[src/rtl/nixie_pkg.sv]
// Shared constants for the multiplexed 7-segment scan controller.
// Segment order is {a,b,c,d,e,f,g,dp}, active-high.
package nixie_pkg;

    localparam logic [7:0] SEG_BLANK = 8'h00;

    // Packed table: element [n] is the pattern for hex digit n (MSB listed first).
    localparam logic [15:0][7:0] SEG_HEX = {
        8'h8E, 8'h9E, 8'h7A, 8'h1A, 8'h3E, 8'hEE, 8'hF6, 8'hFE,
        8'hE0, 8'hBE, 8'hB6, 8'h66, 8'hF2, 8'hDA, 8'h60, 8'hFC
    };

    typedef enum logic [1:0] {
        OFF   = 2'd0,
        BLANK = 2'd1,
        SHOW  = 2'd2
    } scan_state_t;

endpackage

[src/rtl/seg7_hex_decode.sv]
// Combinational hex -> 7-segment decoder; the dp bit is always 0 here and is
// merged by the caller.
module seg7_hex_decode
    import nixie_pkg::*;
(
    input  logic [3:0] hex,
    output logic [7:0] seg
);

    assign seg = SEG_HEX[hex];

endmodule

[src/rtl/nixie_scan_ctrl.sv]
// Multiplexed scan controller: shadow/active digit buffers, one shared
// decoder, blanking guard at the start of every digit slot.
//
//  state | meaning
//  OFF   | display dark, counters parked at 0, pending commits copy at once
//  BLANK | start of a slot, all digits deselected to avoid ghosting
//  SHOW  | digit idx selected, segments driven from the active buffer
module nixie_scan_ctrl
    import nixie_pkg::*;
#(
    parameter int NUM_DIG   = 8,
    parameter int SLOT_CYC  = 50000,
    parameter int BLANK_CYC = 500,
    localparam int AW       = $clog2(NUM_DIG),
    localparam int CW       = $clog2(SLOT_CYC)
) (
    input  logic               clk,
    input  logic               rst_n,
    input  logic               en,
    input  logic               wr_en,
    input  logic [AW-1:0]      wr_addr,
    input  logic [3:0]         wr_data,
    input  logic               wr_dp,
    input  logic               commit,
    output logic               commit_ack,
    output logic               frame_start,
    output logic [7:0]         seg,
    output logic [NUM_DIG-1:0] dig_sel_n
);

    localparam logic [CW-1:0] BLANK_LAST = CW'(BLANK_CYC - 1);
    localparam logic [CW-1:0] SLOT_LAST  = CW'(SLOT_CYC - 1);
    localparam logic [AW-1:0] IDX_LAST   = AW'(NUM_DIG - 1);

    scan_state_t state, state_n;
    logic [CW-1:0] cnt, cnt_n;
    logic [AW-1:0] idx, idx_n;
    logic          pending, pending_n;

    // Each buffer entry is {dp, hex}.
    logic [NUM_DIG-1:0][4:0] shadow;
    logic [NUM_DIG-1:0][4:0] active;

    logic               boundary;
    logic               copy;
    logic               wr_ok;
    logic               frame_start_n;
    logic [7:0]         seg_n;
    logic [NUM_DIG-1:0] dig_sel_n_n;
    logic [3:0]         dec_in;
    logic               dec_dp;
    logic [7:0]         dec_seg;

    seg7_hex_decode u_dec (
        .hex (dec_in),
        .seg (dec_seg)
    );

    assign wr_ok = 32'(wr_addr) < 32'(NUM_DIG);

    always_comb begin
        state_n       = state;
        cnt_n         = cnt;
        idx_n         = idx;
        frame_start_n = 1'b0;
        boundary      = 1'b0;

        case (state)
            OFF: begin
                cnt_n = '0;
                idx_n = '0;
                if (en) begin
                    state_n       = BLANK;
                    frame_start_n = 1'b1;
                end
            end
            BLANK: begin
                cnt_n = cnt + CW'(1);
                if (cnt == BLANK_LAST) begin
                    state_n = SHOW;
                end
            end
            SHOW: begin
                if (cnt == SLOT_LAST) begin
                    state_n = BLANK;
                    cnt_n   = '0;
                    if (idx == IDX_LAST) begin
                        idx_n         = '0;
                        boundary      = 1'b1;
                        frame_start_n = 1'b1;
                    end else begin
                        idx_n = idx + AW'(1);
                    end
                end else begin
                    cnt_n = cnt + CW'(1);
                end
            end
            default: begin
                state_n = OFF;
                cnt_n   = '0;
                idx_n   = '0;
            end
        endcase

        // Disable wins over everything: a partial frame is simply abandoned.
        if (!en) begin
            state_n       = OFF;
            cnt_n         = '0;
            idx_n         = '0;
            frame_start_n = 1'b0;
            boundary      = 1'b0;
        end

        copy      = pending && (boundary || state == OFF);
        pending_n = copy ? 1'b0 : (pending | commit);
    end

    // Outputs are computed for the state being entered so they register on
    // the same edge; active only changes on edges that enter BLANK or OFF.
    always_comb begin
        dec_in      = active[idx_n][3:0];
        dec_dp      = active[idx_n][4];
        seg_n       = SEG_BLANK;
        dig_sel_n_n = '1;
        if (state_n == SHOW) begin
            seg_n              = dec_seg | {7'b0, dec_dp};
            dig_sel_n_n[idx_n] = 1'b0;
        end
    end

    always_ff @(posedge clk or negedge rst_n) begin
        if (!rst_n) begin
            state       <= OFF;
            cnt         <= '0;
            idx         <= '0;
            pending     <= 1'b0;
            shadow      <= '0;
            active      <= '0;
            commit_ack  <= 1'b0;
            frame_start <= 1'b0;
            seg         <= SEG_BLANK;
            dig_sel_n   <= '1;
        end else begin
            state       <= state_n;
            cnt         <= cnt_n;
            idx         <= idx_n;
            pending     <= pending_n;
            commit_ack  <= copy;
            frame_start <= frame_start_n;
            seg         <= seg_n;
            dig_sel_n   <= dig_sel_n_n;
            if (copy) begin
                active <= shadow;
            end
            if (wr_en && wr_ok) begin
                shadow[wr_addr] <= {wr_dp, wr_data};
            end
        end
    end

endmodule

[config.mk]
export PLATFORM = sky130hd
export DESIGN_NAME = nixie_scan_ctrl
export DESIGN_NICKNAME = d
export VERILOG_FILES = /design/src/rtl/nixie_pkg.sv /design/src/rtl/seg7_hex_decode.sv /design/src/rtl/nixie_scan_ctrl.sv
export SDC_FILE = /design/constraint.sdc
export NUM_CORES = 1
export LEC_CHECK = 0
export CORE_ASPECT_RATIO = 2
export CORE_MARGIN = 2
export CORE_UTILIZATION = 44
export DETAILED_ROUTE_END_ITERATION = 6
export PLACE_DENSITY_LB_ADDON = 0.3
export SLEW_MARGIN = 20
export SYNTH_ARGS = -nofsm -noshare
export SYNTH_HDL_FRONTEND = slang
export SYNTH_SLANG_ARGS = --single-unit
export TNS_END_PERCENT = 10
[constraint.sdc]
create_clock -name clk -period 3.4 [get_ports clk]
set_input_delay 0.68 -clock clk [delete_from_list [all_inputs] [get_ports clk]]
set_output_delay 0.68 -clock clk [all_outputs]
set_load 0.01 [all_outputs]
# ---- After elaboration in Yosys (flattened, before gate mapping)
# Memories as Yosys holds them, arrays and structs flattened.
# Cells that the tools add are included.
dict set report word_totals {
  mem_bits_ro 128
  out_inout_bits 18
  wordCells 74
  regBits 120
  mem_count 1
}
dict set report op_classes {
  magnitude_cmp 5
  n_addsub 2
  n_eq_ne 6
  bitwise_logic 3
  muxes 28
  reduce_logical 5
}
# memory words word_bits read_ports rd_ports_with_merged_regs write_ports line
set mem_list {}
lappend mem_list {{(no name shown)} 16 8 1 0 0 seg7_hex_decode.sv:10} ;# assign seg = SEG_HEX[hex];
# op count
set ops {}
lappend ops {{bitwise mux 40 bit} 1}
lappend ops {{2-to-1 mux 16 bit} 2}
lappend ops {{case mux 16 bit (2 select lines)} 1}
lappend ops {{2-to-1 mux 8 bit} 3}
lappend ops {{adder 16 x 1 -> 16 bit (second input constant)} 1}
lappend ops {{== test 16 bit (second input constant)} 1}
lappend ops {{== test 16 x 9 -> 1 bit (second input constant)} 1}
lappend ops {{binary-select mux 5 bit (select 3 bit)} 1}
lappend ops {{demux 5 bit (select 3 bit)} 1}
lappend ops {{2-to-1 mux 5 bit} 2}
lappend ops {{2-to-1 mux 3 bit} 3}
lappend ops {{less-than comparator 3 x 4 -> 1 bit (second input constant)} 2}
lappend ops {{inverter 8 bit} 1}
lappend ops {{OR 8 x 1 -> 8 bit} 1}
lappend ops {{2-to-1 mux 1 bit} 7}
lappend ops {{>= comparator 3 x 1 -> 1 bit (second input constant)} 2}
lappend ops {{2-to-1 mux 2 bit} 3}
lappend ops {{case mux 2 bit (3 select lines)} 1}
lappend ops {{case mux 3 bit (2 select lines)} 1}
lappend ops {{less-than comparator 4 x 5 -> 1 bit (second input constant)} 1}
lappend ops {{== test 2 bit (second input constant)} 2}
lappend ops {{adder 3 x 1 -> 3 bit (second input constant)} 1}
lappend ops {{demux 1 bit (select 3 bit)} 1}
lappend ops {{== test 3 bit (second input constant)} 1}
lappend ops {{6 further kinds} 8}

# ---- Longest topological paths before layout
# Gate-level depths: netlist of the first run.
dict set report logic_depth {
  ltp_word 11
  mapped_depth 14
  ltp_nobuf 13
}

# ---- Cells and area by module
# A second synthesis of the first run with hierarchy kept.
dict set report hier_totals {
  hier_cells 417
  area_unflattened_um2 5487.8
}
# module instances area_each_um2 cells_each seq_area_each_um2
set modules_own_cells {}
lappend modules_own_cells {nixie_scan_ctrl 1 5196.2 382 3012.9}
lappend modules_own_cells {seg7_hex_decode 1 291.5 35 0.0}

# ---- Worst setup path after synthesis of the first run
# OpenSTA, ideal clock, no wires.
dict set report synth_timing {
  kind {register -> register}
  start {register cnt[10]}
  end {register seg[4]}
  required_ns 3.331
  arrival_time_ns 3.366
  path_buffers 0
  setup_slack_ns -0.035
  stages_incl_launch_ff 11
  period_less_slack_ns 3.435
  setup_time_ns 0.069
  cell_sequence {dfrtp_1 > or4_4 > nor4_4 > a21oi_1 > or4_4 > a211o_1 > nand4_1 > inv_1 > ha_1 > or4_1 > nand3_1}
}
dict set report synth_via {
  elab_chain_cells 10
  word_cells_on_any_way 16
  classes_between {3 x eq/ne; 11 x mux; 1 x bitwise; 1 x memory}
}
# item line
set synth_lines {}
lappend synth_lines {{start: declaration} nixie_scan_ctrl.sv:36} ;# logic [CW-1:0] cnt, cnt_n;
lappend synth_lines {{start signal: assignment} nixie_scan_ctrl.sv:145} ;# cnt <= cnt_n;
lappend synth_lines {{== test 16 bit} nixie_scan_ctrl.sv:84} ;# if (cnt == SLOT_LAST) begin
lappend synth_lines {{2-to-1 mux 3 bit} nixie_scan_ctrl.sv:84}
lappend synth_lines {{case mux 3 bit (2 select lines)} nixie_scan_ctrl.sv:68} ;# case (state)
lappend synth_lines {{2-to-1 mux 3 bit} nixie_scan_ctrl.sv:106} ;# if (!en) begin
lappend synth_lines {{binary-select mux 5 bit (select 3 bit)} nixie_scan_ctrl.sv:121} ;# dec_in = active[idx_n][3:0];
lappend synth_lines {{2-to-1 mux 5 bit} --}
lappend synth_lines {{memory read (16 x 8 bit)} --}
lappend synth_lines {{2-to-1 mux 8 bit (implied by the code)} seg7_hex_decode.sv:10}
lappend synth_lines {{OR 8 x 1 -> 8 bit} nixie_scan_ctrl.sv:126} ;# seg_n = dec_seg | {7'b0, dec_dp};
lappend synth_lines {{2-to-1 mux 8 bit (*)} nixie_scan_ctrl.sv:125} ;# if (state_n == SHOW) begin
lappend synth_lines {{net seg_n[4]} nixie_scan_ctrl.sv:48} ;# logic [7:0] seg_n;
lappend synth_lines {{end signal: assignment} nixie_scan_ctrl.sv:150} ;# seg <= seg_n;
lappend synth_lines {{end: declaration} nixie_scan_ctrl.sv:27} ;# output logic [7:0] seg,
# The timed path passes the listed nets; every way through them passes the cells marked *. The select of a mux whose other input is x is not followed.
# A chain may end at the register's enable or synchronous reset.

# ---- Worst setup path after layout of the first run
dict set report layout_timing {
  start {register cnt[11]}
  end {register seg[7]}
}
# Same word-level chain as after synthesis.

==> results of run 1 <==
==> area by class of cell <==
class	count	area (um^2)	share of cell area [%]
flip-flops and latches	120	3013	42.36
multi-input cells	308	2545	35.78
repair buffers	82	716.9	10.08
clock buffers	24	491.7	6.914
well taps	150	187.7	2.639
clock inverters	7	116.4	1.636
inverters	11	41.29	0.5806
==> worst max-delay path: stages, from the launching register on <==
cell      delay [ns]
dfrtp_1         0.37
or4_4           0.57
nor4_4          0.38
a21oi_2         0.12
or4_4           0.58
a211o_1         0.28
nand4_1         0.12
inv_2           0.07
ha_2            0.18
buf_4           0.14
a2111o_1        0.34
nand3_1         0.08
==> state kept, by name, indices dropped and copies added, names as in the netlist <==
signal and cells:
active 40, shadow 40, cnt 16, dig_sel_n 8, seg 8, idx 3
state 2, commit_ack 1, frame_start 1, pending 1
==> routing by layer <==
layer | routed length [um] | vias up | track usage [%]
met4 | 571 | 0 | 11.66
met2 | 7806 | 82 | 39.60
met1 | 4957 | 2067 | 20.97
li1 | - | 1845 | -
met5 | 0 | - | 0
met3 | 309 | 40 | 4.144
==> worst min path at each step <==
stage                       to  cells after the start  slack, ns        from
detailed placement  active[19]                      1       0.49  shadow[19]
floorplan            active[0]                      0       0.38       rst_n
global route        shadow[19]                      1       0.41       rst_n
global placement    active[18]                      1       0.48  shadow[18]
finish                  seg[0]                      1       0.35       rst_n
CTS                 shadow[19]                      1       0.39       rst_n
==> timing repair <==
item,4_1_cts,5_1_grt
pin swaps,1,12
setup endpoints to repair,2,7
buffers inserted,2,3
gates resized for setup,0,16
==> power groups by stage <==
stage / logic, mW / registers [mW] / clock network, mW
floorplan: 0.628 / 1.92 / 0
global placement: 0.877 / 2.00 / 0
finish: 0.984 / 2.00 / 1.84
CTS: 0.928 / 2.00 / 1.85
detailed placement: 0.918 / 2.02 / 0
global route: 1.07 / 2.04 / 1.93
==> cells by family after synthesis <==
| kind of cell | count (synthesis) |
|---|---|
| simple gates | 129 |
| flops | 120 |
| mux | 84 |
| compound gates | 70 |
| buf+inv | 26 |
| fa+ha+maj | 13 |
| xor+xnor | 12 |
==> Yosys cell counts (3+ instances only) <==
| master | instances |
|---|---|
| dfrtp_1 | 112 |
| mux2_2 | 80 |
| nor2_1 | 30 |
| nand2_1 | 22 |
| nand3_1 | 18 |
| a21oi_1 | 16 |
| ha_1 | 13 |
| and3_1 | 11 |
| inv_1 | 11 |
| clkbuf_1 | 10 |
| nor3_1 | 9 |
| dfstp_2 | 8 |
| o21ai_0 | 8 |
| xor2_1 | 7 |
| nand4_1 | 6 |
| nand4b_1 | 5 |
| o211ai_1 | 5 |
| xnor2_1 | 5 |
| or4_1 | 4 |
| a21boi_0 | 3 |
| a22oi_1 | 3 |
| a31oi_1 | 3 |
| and2_1 | 3 |
| buf_2 | 3 |
| nor2b_1 | 3 |
| o2111ai_1 | 3 |
| o21ai_1 | 3 |
| o21ai_2 | 3 |
| or3_1 | 3 |
| or4_4 | 3 |
==> metrics by stage <==
step / setup TNS (ns) / util (%)
2_1_floorplan: 0 / -
3_3_place_gp: 0 / 51.25
3_5_place_dp: -0.04782 / 51.25
4_1_cts: -0.003771 / 56.25
5_1_grt: -0.002939 / 56.98
6_report: 0 / 56.98
==> metrics.md, run 1 <==
| Metric | Value |
|---|---|
| Share of the synthesized area in the top cell type | `50.10%` |
| Synthesized Nets | `480` |
| Worst-Margin Slew | `0.8000 ns` |
| CTS tree | `yes` |
| Synth Area in Adders | `2.908%` |
| Syn Inst Count | `454` |
| NetSw | `1.274 mW` |
| Most common cell after layout, fill and taps aside | `dfrtp_1` |
| Final net count | `566` |
| Library cells used by synthesis | `60` |
| GRT Total Usage | `20.94%` |
| Syn avg cell area | `12.32 um^2` |
| DRT iter0 DRCs | `223` |
| Die footprint | `13690 um^2` |
| Setup ws final | `0.09554 ns` |
| Unrepaired setup endpoints after global routing | `yes` |
| Outcome | `finished clean` |
| Final setup viols | `0` |
| Leakage | `3.054 nW` |
| Placed inst area | `6397 um^2` |
| Relative slew slack | `46.67%` |
| Crit path from | `cnt[11]` |
| Die Y | `163.5 um` |
| Worst setup SP type | `register` |
| Skew-Pair Late Insertion Delay | `0.41 ns` |
| Asr flop ratio synth | `100.0%` |
| Synth Area in Simple Gates | `13.02%` |
| Die width | `83.73 um` |
| IO Count | `31` |
| Final WL | `13650 um` |
| Overflow after GRT | `0` |
| Dpl hpwl | `9870 um` |
| Site row count | `58` |
| P per Cell Area | `678.4 nW/um^2` |
| R2R Path End | `seg[7]` |
| Antenna-violating nets left | `0` |
| Layout cell share with drive strength beyond 1 | `35.51%` |
| Vias | `4034` |
| Commonest non-fill, non-tap cells in the layout | `dfrtp_1 (112), mux2_2 (80), buf_4 (50)` |
| Core box area | `12480 um^2` |
| RR Startpoint | `cnt[11]` |
| Fill cells | `1029` |
| TritonRoute pass-1 iters | `4` |
| # port buffers | `30` |
| Design Area, Final | `7112 um^2` |
| Layout Cells excl Fill | `702` |
| CP Capture Type | `register` |
| Place WS | `-0.02531 ns` |
| Main combinational cell family by area after synthesis | `multiplexers` |
| Hold_ws | `0.3489 ns` |
| Drt wl/cell | `19.44 um` |
| Worst Path Arrival | `3.65 ns` |
| First-pass GRT wire length | `22000 um` |
| Number of antenna violations at the first check in global routing | `0` |
| Flops & latches, synth | `120` |
| Crit-path max FO | `4` |
| Tot Pwr | `4.825 mW` |
| Mapped Area | `5594 um^2` |
| Largest net degree at the start of global routing | `62` |
| Post-route DRC violation count | `0` |
| Clk_skew | `0.007219 ns` |
| Maximum level of the CTS H-tree | `4` |
| Worst IR Drop VDD | `376.8 uV` |
| DP Cell Count | `666` |
| Worst hold path type | `in -> async` |
| Initial Utilization | `44.82%` |
| MaxCap Viol Count | `0` |
| Gate power share | `20.4%` |
| Reg clk slew, reported paths | `0.05 ns` |
| Xor/xnor share of the synthesized area | `1.879%` |
| Portion of netlist area occupied by mux cells | `16.86%` |
| Diodes inserted | `0` |
| Area Overhead vs Synth | `27.13%` |
| Fin crit share | `97.19%` |
| R2R depth | `11` |
| Data required, critical path | `3.74 ns` |
| Highest clock rate | `0.3026 GHz` |
| Reg2Reg Setup Slack | `0.1 ns` |
| Hold Fails Final Rpt | `0` |
| Area leader, netlist | `dfrtp_1` |
| Sequential power share | `41.5%` |
| Clock tree buffer depth | `2` |
| Crit Path Class | `reg -> reg` |
| EDFF count, synth | `0` |
| Most used DFF post-synth | `dfrtp_1` |
| CTS Buf Count | `17` |
| Synth area leaders | `dfrtp_1 (50%), mux2_2 (16%), dfstp_2 (3.8%)` |
| Sequential area share after synthesis | `53.86%` |
| P_int | `3.551 mW` |
| Compound-Gate Fraction of Synth Area | `9.528%` |
| Setup crit end | `seg[7]` |
| Clk pwr share | `38.1%` |
| Root buffer cell | `clkbuf_16` |
| Switching part of the total power | `26.41%` |
| Clk sinks | `120` |
| Post-layout min period | `3.304 ns` |
| Vias/cell | `5.746` |
| Gpl congestion | `0.9341` |
| Hold buffer count at CTS | `0` |
| Synthesis Warnings | `0` |
| Max-slew violation count | `0` |
| Vias in the first global route | `4221` |
(Power assumes the default switching activity.)
==> run 2: changes to the inputs <==
--- a/config.mk
+++ b/config.mk
@@ -6,11 +6,9 @@
 export NUM_CORES = 1
 export LEC_CHECK = 0
 export CORE_ASPECT_RATIO = 2
-export CORE_MARGIN = 2
 export CORE_UTILIZATION = 44
 export DETAILED_ROUTE_END_ITERATION = 6
 export PLACE_DENSITY_LB_ADDON = 0.3
-export SLEW_MARGIN = 20
 export SYNTH_ARGS = -nofsm -noshare
 export SYNTH_HDL_FRONTEND = slang
 export SYNTH_SLANG_ARGS = --single-unit
==> metrics.md, run 2 (synthesis gave the netlist of run 1 again) <==
| Metric | Value |
|---|---|
| Vias | `3941` |
| Top flop regs | `active (40), shadow (40), cnt (16)` |
| Skew-Pair Late Insertion Delay | `0.41 ns` |
| Clock tree buffer depth | `2` |
| Worst-Margin Slew | `0.7360 ns` |
| Worst IR Drop VDD | `420.2 uV` |
| Reg clk slew, reported paths | `0.06 ns` |
| Most common cell after layout, fill and taps aside | `dfrtp_1` |
| Initial Utilization | `45.60%` |
| CTS Buf Count | `17` |
| MaxCap Viol Count | `0` |
| First-pass GRT wire length | `21390 um` |
| Final WL | `13010 um` |
| Drt wl/cell | `18.63 um` |
| Overflow after GRT | `0` |
| Fin crit share | `99.70%` |
| Setup ws final | `0.01030 ns` |
| Largest net degree at the start of global routing | `63` |
| Maximum level of the CTS H-tree | `4` |
| Relative slew slack | `50.94%` |
| Site row count | `57` |
| Worst Path Arrival | `3.72 ns` |
| R2R depth | `11` |
| Place WS | `-0.1645 ns` |
| GRT Total Usage | `22.12%` |
| Die footprint | `13200 um^2` |
| Setup TNS Final | `0 ns` |
| Max-slew violation count | `0` |
| IO Count | `31` |
| CP Capture Type | `register` |
| Final net count | `564` |
| Post-layout min period | `3.390 ns` |
| Layout cell share with drive strength beyond 1 | `34.48%` |
| Vias/cell | `5.646` |
| TritonRoute pass-1 iters | `4` |
| Clk sinks | `120` |
| Post-route DRC violation count | `0` |
| Unrepaired setup endpoints after global routing | `yes` |
| Vias in the first global route | `4213` |
| Reg2Reg Setup Slack | `0.01 ns` |
| Die width | `81.73 um` |
| Highest clock rate | `0.2950 GHz` |
| Postcts setup bufs | `0` |
| Hold_ws | `0.3401 ns` |
| Leakage | `3.023 nW` |
| Commonest non-fill, non-tap cells in the layout | `dfrtp_1 (112), mux2_2 (80), buf_4 (47)` |
| # port buffers | `30` |
| Hold Fails Final Rpt | `0` |
| Clk_skew | `0.009890 ns` |
| Fill cells | `1005` |
| Worst hold path type | `in -> async` |
| Crit Path Class | `reg -> reg` |
| Diodes inserted | `0` |
| Hold buffer count at CTS | `0` |
| Antenna-violating nets left | `0` |
| Crit-path max FO | `4` |
| Root buffer cell | `clkbuf_16` |
| Outcome | `finished clean` |
| Die Y | `161.5 um` |
| Data required, critical path | `3.73 ns` |
| Gpl congestion | `0.9487` |
| Final setup viols | `0` |
| Number of antenna violations at the first check in global routing | `0` |
| DRT iter0 DRCs | `193` |
| P per Cell Area | `660.9 nW/um^2` |
| Worst setup SP type | `register` |
| CTS tree | `yes` |
| Core box area | `12270 um^2` |
| Area Overhead vs Synth | `25.79%` |
| Dpl hpwl | `9762 um` |
[run 2: cell count changes in the layout (fill, tap and decap cells not counted), sizes merged]
| cell | delta |
|---|---|
| buf | -2 |
| bufinv | -1 |
| clkbuf | -4 |
| clkinv | +2 |
| clkinvlp | +3 |
| inv | +1 |
[run 2: final timing paths]
kind | from | end
worst max-delay path | cnt[10] | seg[4]
worst min-delay path | rst_n | cnt[8]
worst max register to register | cnt[10] | seg[4]
worst min register to register | shadow[23] | active[23]
max in group asynchronous | rst_n | active[0]
min in group clk | shadow[23] | active[23]
[run 2: final cells by class]
type / count / area [um^2] / area share [%]
inverters: 11 / 41.29 / 0.5868
flip-flops and latches: 120 / 3013 / 42.82
repair buffers: 80 / 714.4 / 10.15
clock buffers: 20 / 446.7 / 6.348
clock inverters: 12 / 127.6 / 1.814
multi-input cells: 308 / 2510 / 35.67
well taps: 147 / 183.9 / 2.614
[run 2: layer usage]
metal / GRT usage, % / wire length [um]
met1: 22.44 / 4717
met4: 13.24 / 651
met3: 3.842 / 284
met5: 0 / 0
met2: 40.12 / 7353
[run 2: metrics by stage]
stage	utilization, %	std cells	cell area [um^2]	total power [mW]
after floorplan	-	454	5594	2.547
after global placement	52.41	666	6429	2.887
after detailed placement	52.41	666	6429	2.939
after CTS	57.22	698	7019	4.675
after global routing	57.36	698	7037	4.879
final	57.36	698	7037	4.651
[run 2: worst max-delay path, stage by stage (launching register included)]
cell     delay, ns
dfrtp_1       0.37
or4_4         0.57
buf_4         0.17
nor4_4        0.23
a21oi_2       0.11
or4_4         0.52
a211o_1       0.30
nand4_1       0.11
inv_1         0.10
ha_1          0.22
or4_1         0.52
nand3_1       0.10
[run 2: power by group]
part / switching (mW) / leakage, nW / internal, mW
clock network: 0.625 / 0.272 / 1.09
registers: 0.236 / 1.49 / 1.78
logic: 0.409 / 1.26 / 0.504
[run 2: timing repair]
| item | in CTS | in global routing |
|---|---|---|
| endpoints found under the hold margin | 0 | 0 |
| resized for setup | 4 | 4 |
| pin swaps | 0 | 4 |
| endpoints found under the setup margin | 6 | 7 |
